`config.mk`:
```
export PLATFORM = sky130hd
export DESIGN_NAME = load_store_unit_flat
export DESIGN_NICKNAME = d
export VERILOG_FILES = /design/src/rtl/lsu_pkg.sv /design/src/rtl/load_store_unit_if.sv /design/src/rtl/lsu_lane_align.sv /design/src/rtl/load_store_unit.sv /design/src/flat_wrapper.sv
export SDC_FILE = /design/constraint.sdc
export NUM_CORES = 1
export LEC_CHECK = 0
export BUFFER_PORTS_ARGS = -buffer_cell sky130_fd_sc_hd__buf_2
export CAP_MARGIN = 10
export CORE_ASPECT_RATIO = 0.8
export CORE_MARGIN = 1
export CORE_UTILIZATION = 51
export CTS_CLUSTER_DIAMETER = 60
export DETAILED_ROUTE_END_ITERATION = 10
export HOLD_SLACK_MARGIN = 0.06
export PLACE_DENSITY_LB_ADDON = 0.05
export SYNTH_ARGS = -nofsm -noshare
export SYNTH_HDL_FRONTEND = slang
export SYNTH_HIERARCHICAL = 1
export SYNTH_SLANG_ARGS = --single-unit
```
`constraint.sdc`:
```
create_clock -name CLK -period 5.2 [get_ports CLK]
set_input_delay 1.04 -clock CLK [delete_from_list [all_inputs] [get_ports CLK]]
set_output_delay 1.04 -clock CLK [all_outputs]
set_load 0.02 [all_outputs]
```
`src/rtl/lsu_pkg.sv`:
```
// Shared types and constants for the load/store unit: FSM states, funct3
// size/sign encodings, byte-enable base patterns and the timeout counter
// width helper.
package lsu_pkg;

  typedef enum logic [1:0] {
    ST_IDLE = 2'd0,
    ST_REQ  = 2'd1,
    ST_DONE = 2'd2,
    ST_ERR  = 2'd3
  } state_e;

  // funct3[1:0] encodes the access size, funct3[2] selects zero-extension.
  localparam logic [1:0] F3_SIZE_B   = 2'b00;
  localparam logic [1:0] F3_SIZE_H   = 2'b01;
  localparam logic [1:0] F3_SIZE_W   = 2'b10;
  localparam int         F3_UNS_BIT  = 2;

  // Byte-enable patterns before shifting into the addressed lane.
  localparam logic [3:0] BE_BYTE = 4'b0001;
  localparam logic [3:0] BE_HALF = 4'b0011;
  localparam logic [3:0] BE_WORD = 4'b1111;

  // Width of a counter that must be able to hold the value cyc.
  function automatic int cnt_width(input int cyc);
    return $clog2(cyc + 1);
  endfunction

endpackage

```
`src/rtl/load_store_unit_if.sv`:
```
// Data-memory request/acknowledge bus between the load/store unit (master)
// and the memory (slave).
interface load_store_unit_if #(
  parameter int ADDR_W = 32
);
  logic              BUS_REQ;
  logic              BUS_WE;
  logic [ADDR_W-1:0] BUS_ADDR;
  logic [ADDR_W-1:0] BUS_WDATA;
  logic [3:0]        BUS_BE;
  logic              BUS_ACK;
  logic [ADDR_W-1:0] BUS_RDATA;

  modport master (
    output BUS_REQ, BUS_WE, BUS_ADDR, BUS_WDATA, BUS_BE,
    input  BUS_ACK, BUS_RDATA
  );

  modport slave (
    input  BUS_REQ, BUS_WE, BUS_ADDR, BUS_WDATA, BUS_BE,
    output BUS_ACK, BUS_RDATA
  );
endinterface

```
`src/rtl/lsu_lane_align.sv`:
```
// Combinational lane logic: legality and alignment checks, byte enables,
// store-data lane replication and load-data extraction with extension.
module lsu_lane_align
  import lsu_pkg::*;
(
  input  logic [2:0]  i_funct3,
  input  logic [1:0]  i_addr_lo,
  input  logic [31:0] i_wdata,
  input  logic [31:0] i_rdata,
  output logic        o_legal_load,
  output logic        o_legal_store,
  output logic        o_misalign,
  output logic [3:0]  o_be,
  output logic [31:0] o_wdata,
  output logic [31:0] o_rdata
);

  logic [1:0]  w_size;
  logic        w_uns;
  logic [31:0] w_shifted;

  assign w_size    = i_funct3[1:0];
  assign w_uns     = i_funct3[F3_UNS_BIT];
  // Move the addressed lane down to bit 0 so extraction is lane-agnostic.
  assign w_shifted = i_rdata >> {i_addr_lo, 3'b000};

  // Size decode: legality, alignment, enables, store replication, load extension.
  // NOTE: every output gets a default first so no path through the case can infer a latch.
  always_comb begin
    o_legal_load  = 1'b0;
    o_legal_store = 1'b0;
    o_misalign    = 1'b0;
    o_be          = BE_WORD;
    o_wdata       = i_wdata;
    o_rdata       = w_shifted;
    case (w_size)
      F3_SIZE_B: begin
        o_legal_load  = 1'b1;
        o_legal_store = ~w_uns;
        o_be          = BE_BYTE << i_addr_lo;
        o_wdata       = {4{i_wdata[7:0]}};
        o_rdata       = w_uns ? {24'd0, w_shifted[7:0]}
                              : {{24{w_shifted[7]}}, w_shifted[7:0]};
      end
      F3_SIZE_H: begin
        o_legal_load  = 1'b1;
        o_legal_store = ~w_uns;
        o_misalign    = i_addr_lo[0];
        o_be          = BE_HALF << {i_addr_lo[1], 1'b0};
        o_wdata       = {2{i_wdata[15:0]}};
        o_rdata       = w_uns ? {16'd0, w_shifted[15:0]}
                              : {{16{w_shifted[15]}}, w_shifted[15:0]};
      end
      F3_SIZE_W: begin
        // LWU does not exist in RV32I.
        o_legal_load  = ~w_uns;
        o_legal_store = ~w_uns;
        o_misalign    = (i_addr_lo != 2'b00);
      end
      default: ;
    endcase
  end

endmodule

```
`src/rtl/load_store_unit.sv`:
```
// Load/store unit: launches one req/ack bus transaction per memory
// instruction, stalls the core until it completes, and returns the aligned,
// extended load result. Misaligned requests are suppressed; illegal requests
// and bus timeouts raise a one-cycle BUS_ERR.
module load_store_unit
  import lsu_pkg::*;
#(
  parameter int ADDR_W      = 32,
  parameter int TIMEOUT_CYC = 16
) (
  input  logic              CLK,
  input  logic              RST,
  input  logic              MEMR,
  input  logic              MEMW,
  input  logic [2:0]        FUNCT3,
  input  logic [ADDR_W-1:0] ADDR,
  input  logic [ADDR_W-1:0] WDATA,
  output logic              STALL,
  output logic [ADDR_W-1:0] MEM_DATA_R,
  output logic              LSU_DONE,
  output logic              MISALIGN,
  output logic              BUS_ERR,
  load_store_unit_if.master bus
);

  localparam int CNT_W = cnt_width(TIMEOUT_CYC);

  state_e             r_state;
  state_e             w_state_nxt;
  logic [CNT_W-1:0]   r_cnt;
  logic [ADDR_W-1:2]  r_addr;
  logic [1:0]         r_lane;
  logic [2:0]         r_funct3;
  logic               r_we;
  logic [3:0]         r_be;
  logic [ADDR_W-1:0]  r_wdata;
  logic [ADDR_W-1:0]  r_mem_data;

  logic               w_idle;
  logic               w_in_req;
  logic               w_legal;
  logic               w_launch;
  logic               w_bad_req;
  logic               w_mis;
  logic               w_cnt_last;
  logic [2:0]         w_f3_sel;
  logic [1:0]         w_lane_sel;
  logic               w_legal_load;
  logic               w_legal_store;
  logic               w_misalign;
  logic [3:0]         w_be;
  logic [31:0]        w_wdata_rep;
  logic [31:0]        w_rdata_ext;

  assign w_idle   = (r_state == ST_IDLE);
  assign w_in_req = (r_state == ST_REQ);

  // In IDLE the lane logic looks at the live request; afterwards it decodes
  // the latched access so the load is extracted with the launch-time lane.
  assign w_f3_sel   = w_idle ? FUNCT3     : r_funct3;
  assign w_lane_sel = w_idle ? ADDR[1:0]  : r_lane;

  lsu_lane_align u_align (
    .i_funct3      (w_f3_sel),
    .i_addr_lo     (w_lane_sel),
    .i_wdata       (WDATA),
    .i_rdata       (bus.BUS_RDATA),
    .o_legal_load  (w_legal_load),
    .o_legal_store (w_legal_store),
    .o_misalign    (w_misalign),
    .o_be          (w_be),
    .o_wdata       (w_wdata_rep),
    .o_rdata       (w_rdata_ext)
  );

  // A request is legal only if exactly one of MEMR/MEMW is set with a supported funct3.
  assign w_legal    = (MEMR & ~MEMW & w_legal_load) | (MEMW & ~MEMR & w_legal_store);
  assign w_launch   = w_idle & w_legal & ~w_misalign;
  assign w_mis      = w_idle & w_legal &  w_misalign;
  assign w_bad_req  = w_idle & (MEMR | MEMW) & ~w_legal;
  assign w_cnt_last = (r_cnt == CNT_W'(TIMEOUT_CYC - 1));

  // State register.
  // NOTE: sequential state uses non-blocking assignments so every flop samples pre-edge values.
  always_ff @(posedge CLK or negedge RST) begin
    if (!RST) r_state <= ST_IDLE;
    else      r_state <= w_state_nxt;
  end

  // Next-state logic; DONE and ERR always return to IDLE without relaunching.
  always_comb begin
    w_state_nxt = r_state;
    case (r_state)
      ST_IDLE: begin
        if (w_bad_req)     w_state_nxt = ST_ERR;
        else if (w_launch) w_state_nxt = ST_REQ;
      end
      ST_REQ: begin
        if (bus.BUS_ACK)     w_state_nxt = ST_DONE;
        else if (w_cnt_last) w_state_nxt = ST_ERR;
      end
      ST_DONE: w_state_nxt = ST_IDLE;
      ST_ERR:  w_state_nxt = ST_IDLE;
      default: w_state_nxt = ST_IDLE;
    endcase
  end

  // Launch latches, timeout counter and load-result capture.
  always_ff @(posedge CLK or negedge RST) begin
    if (!RST) begin
      r_cnt      <= '0;
      r_addr     <= '0;
      r_lane     <= '0;
      r_funct3   <= '0;
      r_we       <= 1'b0;
      r_be       <= '0;
      r_wdata    <= '0;
      r_mem_data <= '0;
    end else if (w_launch) begin
      r_cnt      <= '0;
      r_addr     <= ADDR[ADDR_W-1:2];
      r_lane     <= ADDR[1:0];
      r_funct3   <= FUNCT3;
      r_we       <= MEMW;
      r_be       <= w_be;
      r_wdata    <= w_wdata_rep;
    end else if (w_bad_req) begin
      r_mem_data <= '0;
    end else if (w_in_req) begin
      if (bus.BUS_ACK) begin
        if (!r_we) r_mem_data <= w_rdata_ext;
      end else if (w_cnt_last) begin
        r_mem_data <= '0;
      end else begin
        r_cnt <= r_cnt + 1'b1;
      end
    end
  end

  // Core-facing outputs are gated by reset so a held MEMR cannot stall the core in reset.
  assign STALL      = RST & (w_launch | w_bad_req | w_in_req);
  assign MISALIGN   = RST & w_mis;
  assign LSU_DONE   = (r_state == ST_DONE);
  assign BUS_ERR    = (r_state == ST_ERR);
  assign MEM_DATA_R = w_mis ? '0 : r_mem_data;

  assign bus.BUS_REQ   = w_in_req;
  assign bus.BUS_WE    = w_in_req & r_we;
  assign bus.BUS_ADDR  = {r_addr, 2'b00};
  assign bus.BUS_BE    = r_be;
  assign bus.BUS_WDATA = r_wdata;

endmodule

```
`src/flat_wrapper.sv`:
```
// flat-port wrapper written by rule: the top's interface ports become plain ports
module load_store_unit_flat import lsu_pkg::*;
#(
  parameter int ADDR_W      = 32,
  parameter int TIMEOUT_CYC = 16
)
  (CLK, RST, MEMR, MEMW, FUNCT3, ADDR, WDATA, STALL, MEM_DATA_R, LSU_DONE, MISALIGN, BUS_ERR, bus_BUS_REQ, bus_BUS_WE, bus_BUS_ADDR, bus_BUS_WDATA, bus_BUS_BE, bus_BUS_ACK, bus_BUS_RDATA);
  load_store_unit_if #(.ADDR_W(ADDR_W)) bus_i ();
  input  logic CLK;
  input  logic RST;
  input  logic MEMR;
  input  logic MEMW;
  input  logic [2:0] FUNCT3;
  input  logic [ADDR_W-1:0] ADDR;
  input  logic [ADDR_W-1:0] WDATA;
  output logic STALL;
  output logic [ADDR_W-1:0] MEM_DATA_R;
  output logic LSU_DONE;
  output logic MISALIGN;
  output logic BUS_ERR;
  output wire logic [$bits(bus_i.BUS_REQ)-1:0] bus_BUS_REQ;
  output wire logic [$bits(bus_i.BUS_WE)-1:0] bus_BUS_WE;
  output wire logic [$bits(bus_i.BUS_ADDR)-1:0] bus_BUS_ADDR;
  output wire logic [$bits(bus_i.BUS_WDATA)-1:0] bus_BUS_WDATA;
  output wire logic [$bits(bus_i.BUS_BE)-1:0] bus_BUS_BE;
  input wire logic [$bits(bus_i.BUS_ACK)-1:0] bus_BUS_ACK;
  input wire logic [$bits(bus_i.BUS_RDATA)-1:0] bus_BUS_RDATA;
  assign bus_BUS_REQ = bus_i.BUS_REQ;
  assign bus_BUS_WE = bus_i.BUS_WE;
  assign bus_BUS_ADDR = bus_i.BUS_ADDR;
  assign bus_BUS_WDATA = bus_i.BUS_WDATA;
  assign bus_BUS_BE = bus_i.BUS_BE;
  assign bus_i.BUS_ACK = bus_BUS_ACK;
  assign bus_i.BUS_RDATA = bus_BUS_RDATA;
  load_store_unit #(.ADDR_W(ADDR_W), .TIMEOUT_CYC(TIMEOUT_CYC)) u_core (.CLK(CLK), .RST(RST), .MEMR(MEMR), .MEMW(MEMW), .FUNCT3(FUNCT3), .ADDR(ADDR), .WDATA(WDATA), .STALL(STALL), .MEM_DATA_R(MEM_DATA_R), .LSU_DONE(LSU_DONE), .MISALIGN(MISALIGN), .BUS_ERR(BUS_ERR), .bus(bus_i));
endmodule
```
== After elaboration in Yosys (flattened, before gate mapping) ==
Index checks and enable logic that the tools add are counted.

* Register bits after elaboration: 111
* Input bits: 104
* Logic and storage cells: 85

* Add/subtract/negate cells: 1
* Equality and inequality tests: 12
* Shift operators: 3
* Muxes and demuxes: 26
* Bitwise gates (word level): 22
* Reductions and logical operators: 12

{| class="wikitable"
|+ Operators by type and width
! cell !! number
|-
| 2-to-1 mux 32 bit || 8
|-
| case mux 32 bit (2 select lines) || 2
|-
| right shift 32 x 5 -> 32 bit || 1
|-
| 2-to-1 mux 5 bit || 5
|-
| bitwise AND 1 bit || 12
|-
| 2-to-1 mux 2 bit || 5
|-
| != test 3 bit, second input constant || 3
|-
| case mux 4 bit (2 select lines) || 1
|-
| AND reduction 4 bit || 2
|-
| == test 2 bit, second input constant || 3
|-
| != test 2 x 1 -> 1 bit, second input constant || 3
|-
| inverter 1 bit || 6
|-
| case mux 2 bit (3 select lines) || 1
|-
| nonzero test 2 bit || 3
|-
| adder 5 x 1 -> 5 bit, second input constant || 1
|-
| == test 5 x 4 -> 1 bit, second input constant || 1
|-
| == test 2 x 1 -> 1 bit, second input constant || 2
|-
| zero test 2 bit || 2
|-
| bitwise OR 1 bit || 4
|-
| case mux 1 bit (2 select lines) || 2
|-
| OR reduction 2 bit || 2
|-
| << shifter 1 x 2 -> 4 bit, first input constant || 1
|-
| << shifter 2 x 2 -> 4 bit, first input constant || 1
|-
| 2-to-1 mux 3 bit || 1
|-
| 4 further kinds || 4
|}

== Longest topological paths before layout ==
* Depth in word-level cells: 12
* Gate-level depth with buffers: 15
* Gate-level depth less buffers: 10

== By module ==
Netlist, hierarchy kept.

{| class="wikitable"
|+ Modules (own cells, without submodules)
! module !! instances !! cells an instance !! area each (µm²) !! seq. area each (µm²)
|-
| load_store_unit || 1 || 395 || 4753.3 || 2777.7
|-
| lsu_lane_align || 1 || 187 || 1355.0 || 0.0
|}

== Worst setup path after synthesis ==
Ideal clock, no wire load.

* Kind: in2out
* Start point: in FUNCT3[1]
* End point: out MISALIGN
* Data arrival time: 3.180 ns
* Data required time: 4.160 ns
* Setup slack: 0.980 ns
* Stages on the path: 11
* Cell sequence: mux2_2 > inv_1 > ha_1 > buf_4 > nor2_4 > buf_2 > a21oi_1 > nand3b_1 > a21oi_1 > clkbuf_1 > and2_1

* Word-level cells in the longest chain between the ends: 9

{| class="wikitable"
|+ Ends and longest elaborated chain
! what !! RTL line !! RTL
|-
| from (decl) || flat_wrapper.sv:13 || <nowiki>input logic [2:0] FUNCT3;</nowiki>
|-
| 2-to-1 mux 3 bit * || load_store_unit.sv:60 || <nowiki>assign w_f3_sel = w_idle ? FUNCT3 : r_funct3;</nowiki>
|-
| == test 2 x 1 -> 1 bit / zero test 2 bit (equally long branches) || lsu_lane_align.sv:36 || <nowiki>case (w_size)</nowiki>
|-
| OR reduction 2 bit (no line) || n/a ||
|-
| case mux 1 bit (2 select lines) * || lsu_lane_align.sv:36 ||
|-
| named net u_core.w_legal_load || load_store_unit.sv:48 || <nowiki>logic w_legal_load;</nowiki>
|-
| bitwise AND 1 bit * || load_store_unit.sv:77 || <nowiki>assign w_legal = (MEMR & ~MEMW & w_legal_load) | (MEMW & ~MEMR & w_legal_store);</nowiki>
|-
| bitwise OR 1 bit * || load_store_unit.sv:77 ||
|-
| bitwise AND 1 bit * (2 in a row) || load_store_unit.sv:79 || <nowiki>assign w_mis = w_idle & w_legal & w_misalign;</nowiki>
|-
| bitwise AND 1 bit * || load_store_unit.sv:142 || <nowiki>assign MISALIGN = RST & w_mis;</nowiki>
|-
| to (decl) || flat_wrapper.sv:19 || <nowiki>output logic MISALIGN;</nowiki>
|}

Mark *: on every way through the listed nets, which the timed path passes. The rest lies on a longest branch.

== Worst setup path in the final report ==
* Start point: reg u_core.r_state[1]
* End point: out MISALIGN

* Word-level cells in the longest chain between the ends: 10

{| class="wikitable"
|+ Ends and longest elaborated chain
! what !! RTL line !! RTL
|-
| from (decl) || load_store_unit.sv:28 || <nowiki>state_e r_state;</nowiki>
|-
| from (signal assigned) || load_store_unit.sv:87 || <nowiki>else r_state <= w_state_nxt;</nowiki>
|-
| zero test 2 bit * || load_store_unit.sv:55 || <nowiki>assign w_idle = (r_state == ST_IDLE);</nowiki>
|-
| 2-to-1 mux 3 bit * || load_store_unit.sv:60 ||
|-
| named net u_core.w_f3_sel[1] || load_store_unit.sv:46 || <nowiki>logic [2:0] w_f3_sel;</nowiki>
|-
| == test 2 x 1 -> 1 bit / zero test 2 bit (equally long branches) || lsu_lane_align.sv:36 ||
|-
| OR reduction 2 bit (no line) || n/a ||
|-
| case mux 1 bit (2 select lines) * || lsu_lane_align.sv:36 ||
|-
| named net u_core.w_legal_load || load_store_unit.sv:48 ||
|-
| bitwise AND 1 bit * || load_store_unit.sv:77 ||
|-
| bitwise OR 1 bit * || load_store_unit.sv:77 ||
|-
| bitwise AND 1 bit * (2 in a row) || load_store_unit.sv:79 ||
|-
| bitwise AND 1 bit * || load_store_unit.sv:142 ||
|}

Marks and branches as above.

==> flow_metrics.tcl <==
set metrics [dict create \
    hold_path_class "flop to flop" \
    path_clk_slew_ps 70 \
    wire_per_inst_um 16.4 \
    crit_path_top_delay_cell "dfrtp_1" \
    yosysTopAreaCell "dfrtp_1" \
    slew_headroom_pct 24.4 \
    path_max_fanout 33 \
    setup_tns_ps 0 \
    synthTopCellsByArea "dfrtp_1, mux2_2, nand2_1" \
    startpoint_type "flop" \
    gp_congestion 0.903 \
    cts_hold_buf 0 \
    path_buf_inv 4 \
    yosysWarningCount 6 \
    hpwl_um 10500 \
    final_cell_area_mm2 0.00739 \
    intPower_uw 2830 \
    insertion_delay_ps 340 \
    timing.final.crit_share_pct 85.8 \
    grt_antenna_before_repair 0 \
    setup_slack_ps 737 \
    drcViolationCount 0 \
    cts_resized 0 \
    synthArstFlopShare_pct 100 \
    clock_power_share_pct 14.1 \
    nets 864 \
    first_iter_violations 335 \
    switching_share_pct 43.9 \
    core_area_mm2 0.0116 \
    avgSynthCellArea_um2 10.5 \
    synth-seq-area-share_pct 45.5 \
    ios 210 \
    hold_ws_ps 484 \
    crit_path_max_incr_delay_ps 510 \
    cts_made_buffers 9 \
    die_h_um 99.9 \
    p_leak_uw 0.00360 \
    clock-sinks 111 \
    synth_cell_type_count 49 \
    setup_viol 0 \
    crit_arrival_ps 3420 \
    power_switching_uw 2210 \
    cts_tree "done" \
    via_per_inst 5.44 \
    status "finished, final reports clean" \
    ys_ff_latch 111 \
    critPathRequiredTime_ps 4160 \
    port_buffers 207 \
    power_density_mw_per_mm2 681 \
    grt_max_degree 79 \
    syn_to_final_growth_pct 21.1 \
    syn-cell-area_mm2 0.00611 \
    cp_common_cell "buf_4" \
    synth_edf_count 0 \
    die_area_mm2 0.0124 \
    rsz0062_at_grt "false" \
    initial_core_util_pct 52.6 \
    postRouteAntennaNets 0 \
    path_delay_family "buffers and inverters" \
    rows 35 \
    syn_inst 582 \
    synth_flop_cell "dfrtp_1" \
    cap_violations 0 \
    ctsRootBufferMaster "clkbuf_16" \
    h-tree-depth 3 \
    cp_cell_sequence "nor2_2 -> mux2_2 -> inv_1 -> ha_1 -> buf_4 -> nor2_4 -> a21oi_1 -> nand3b_1 -> a21oi_2 -> buf_4 -> and2_1 -> buf_2" \
    finalHoldViolCount 0 \
    post_cts_buffers 0 \
    dpl_worst_slack_ps 886 \
    p_comb_share_pct 56.7 \
    routed_wl_um 14800 \
    grt_pass1_vias 4827 \
    yosysMostFrequentCell "dfrtp_1" \
    worstMarginPinSlew_ps 1130 \
    cts_buffer_depth 2 \
    via_count 4935 \
    synthTopCellsByCount "dfrtp_1, mux2_2, nand2_1" \
    fmax_mhz 224 \
    first_pass_iters 5 \
    irDropWorstVdd_mv 0.471 \
    overflow 0 \
    die_w_um 124 \
    dpl_cell_area_mm2 0.00709 \
    drive_gt1_share_pct 43.5 \
    cp-end-kind "primary output" \
    grtUsageTotal_pct 24.2 \
    p_seq_share_pct 29.2 \
    grt_pass1_wl_um 24300 \
    slew_violations 0 \
    critPathKind "flop to primary output" \
    synth_top_area_share_pct 45.5 \
    post-route-min-period_ps 4460 \
    antenna_cells 0 \
    final.setup_skew_ps 5.07 \
]
## kinds of logic after synthesis
logic type                 synth area share, %
AOI/OAI and AO/OA                         11.4
xor gates and xnor gates                 0.287
adders and majority gates                 1.23
buffers and inverters                     5.74
DFF                                       45.5
muxes                                     20.2
other                                   0.0614
and+or+nand+nor                           15.6
## power groups by stage
stage               clock, uW  sequential (uW)  combinational, uW
floorplan                   0             1760               1850
global placement            0             1470               2800
detailed placement          0             1490               2850
CTS                       730             1480               2860
global route              758             1530               3080
finish                    709             1470               2860
## registers in the layout (all words and copies together) (netlist names)
register and count:
u_core/r_funct3 3, u_core/r_mem_data 32, u_core/r_cnt 5, u_core/bus.BUS_BE 4, u_core/r_state 2, u_core/r_we 1, u_core/r_addr 30, u_core/r_lane 2
u_core/bus.BUS_WDATA 32
## final timing paths
check | slack [ps] | cells after the start | startpoint | to
setup / recovery | 740 | 12 | u_core/r_state[1] | MISALIGN
hold / removal | 480 | 1 | u_core/r_addr[30] | u_core/r_addr[30]
setup reg to reg | 1580 | 11 | u_core/r_state[1] | u_core/r_addr[31]
hold reg to reg | 480 | 1 | u_core/r_addr[30] | u_core/r_addr[30]
max in group asynchronous | 3230 | 2 | RST | u_core/bus.BUS_WDATA[5]
min in group asynchronous | 700 | 1 | RST | u_core/r_addr[16]
## routing by layer
layer	part of all wire, %	track usage [%]
met5	0	0
met4	1.3	6.58
met3	5.8	4.69
met2	46	38.4
met1	47	34.2
## area by class of cell
cell class              count  area, um2
fillers                   969       4210
multi-input cells         411       2990
flip-flops and latches    111       2780
repair buffers            216       1120
clock buffers              10        239
well taps                 148        185
clock inverters             6       67.6
inverters                   5       18.8
## stage by stage
step | total power [uW] | instances | util (%)
2_1_floorplan | 3620 | 583 | -
3_3_place_gp | 4270 | 891 | 61.1
3_5_place_dp | 4340 | 891 | 61.1
4_1_cts | 5070 | 907 | 63.7
5_1_grt | 5370 | 907 | 63.7
6_report | 5040 | 907 | 63.7
## worst register-to-register path, cell delays in order (launching register included)
cell       delay [ps]
dfrtp_1           510
nor2_2            360
mux2_2            410
inv_1              80
ha_1              150
buf_4             260
nor2_4             70
a21oi_1           220
nand3b_1          200
a2111oi_4         440
buf_12            400
mux2_2            420
## placed cells by master, fill, tap and decap left out, types with 3 or more instances in the layout
cell,n
o21ai_1,8
a22o_1,8
o211ai_1,15
nand2_1,80
buf_4,9
inv_1,4
buf_2,206
mux2_1,15
ha_1,6
o22ai_1,5
mux2_2,84
and3b_1,3
clkbuf_16,9
and2_1,4
a21oi_1,35
nand3b_1,4
dfrtp_1,111
nand3_1,32
o21ai_0,12
a22oi_1,13
nor2_1,8
mux2i_1,9
nand2b_1,5
nor2b_1,39
(Power assumes the default switching activity.)
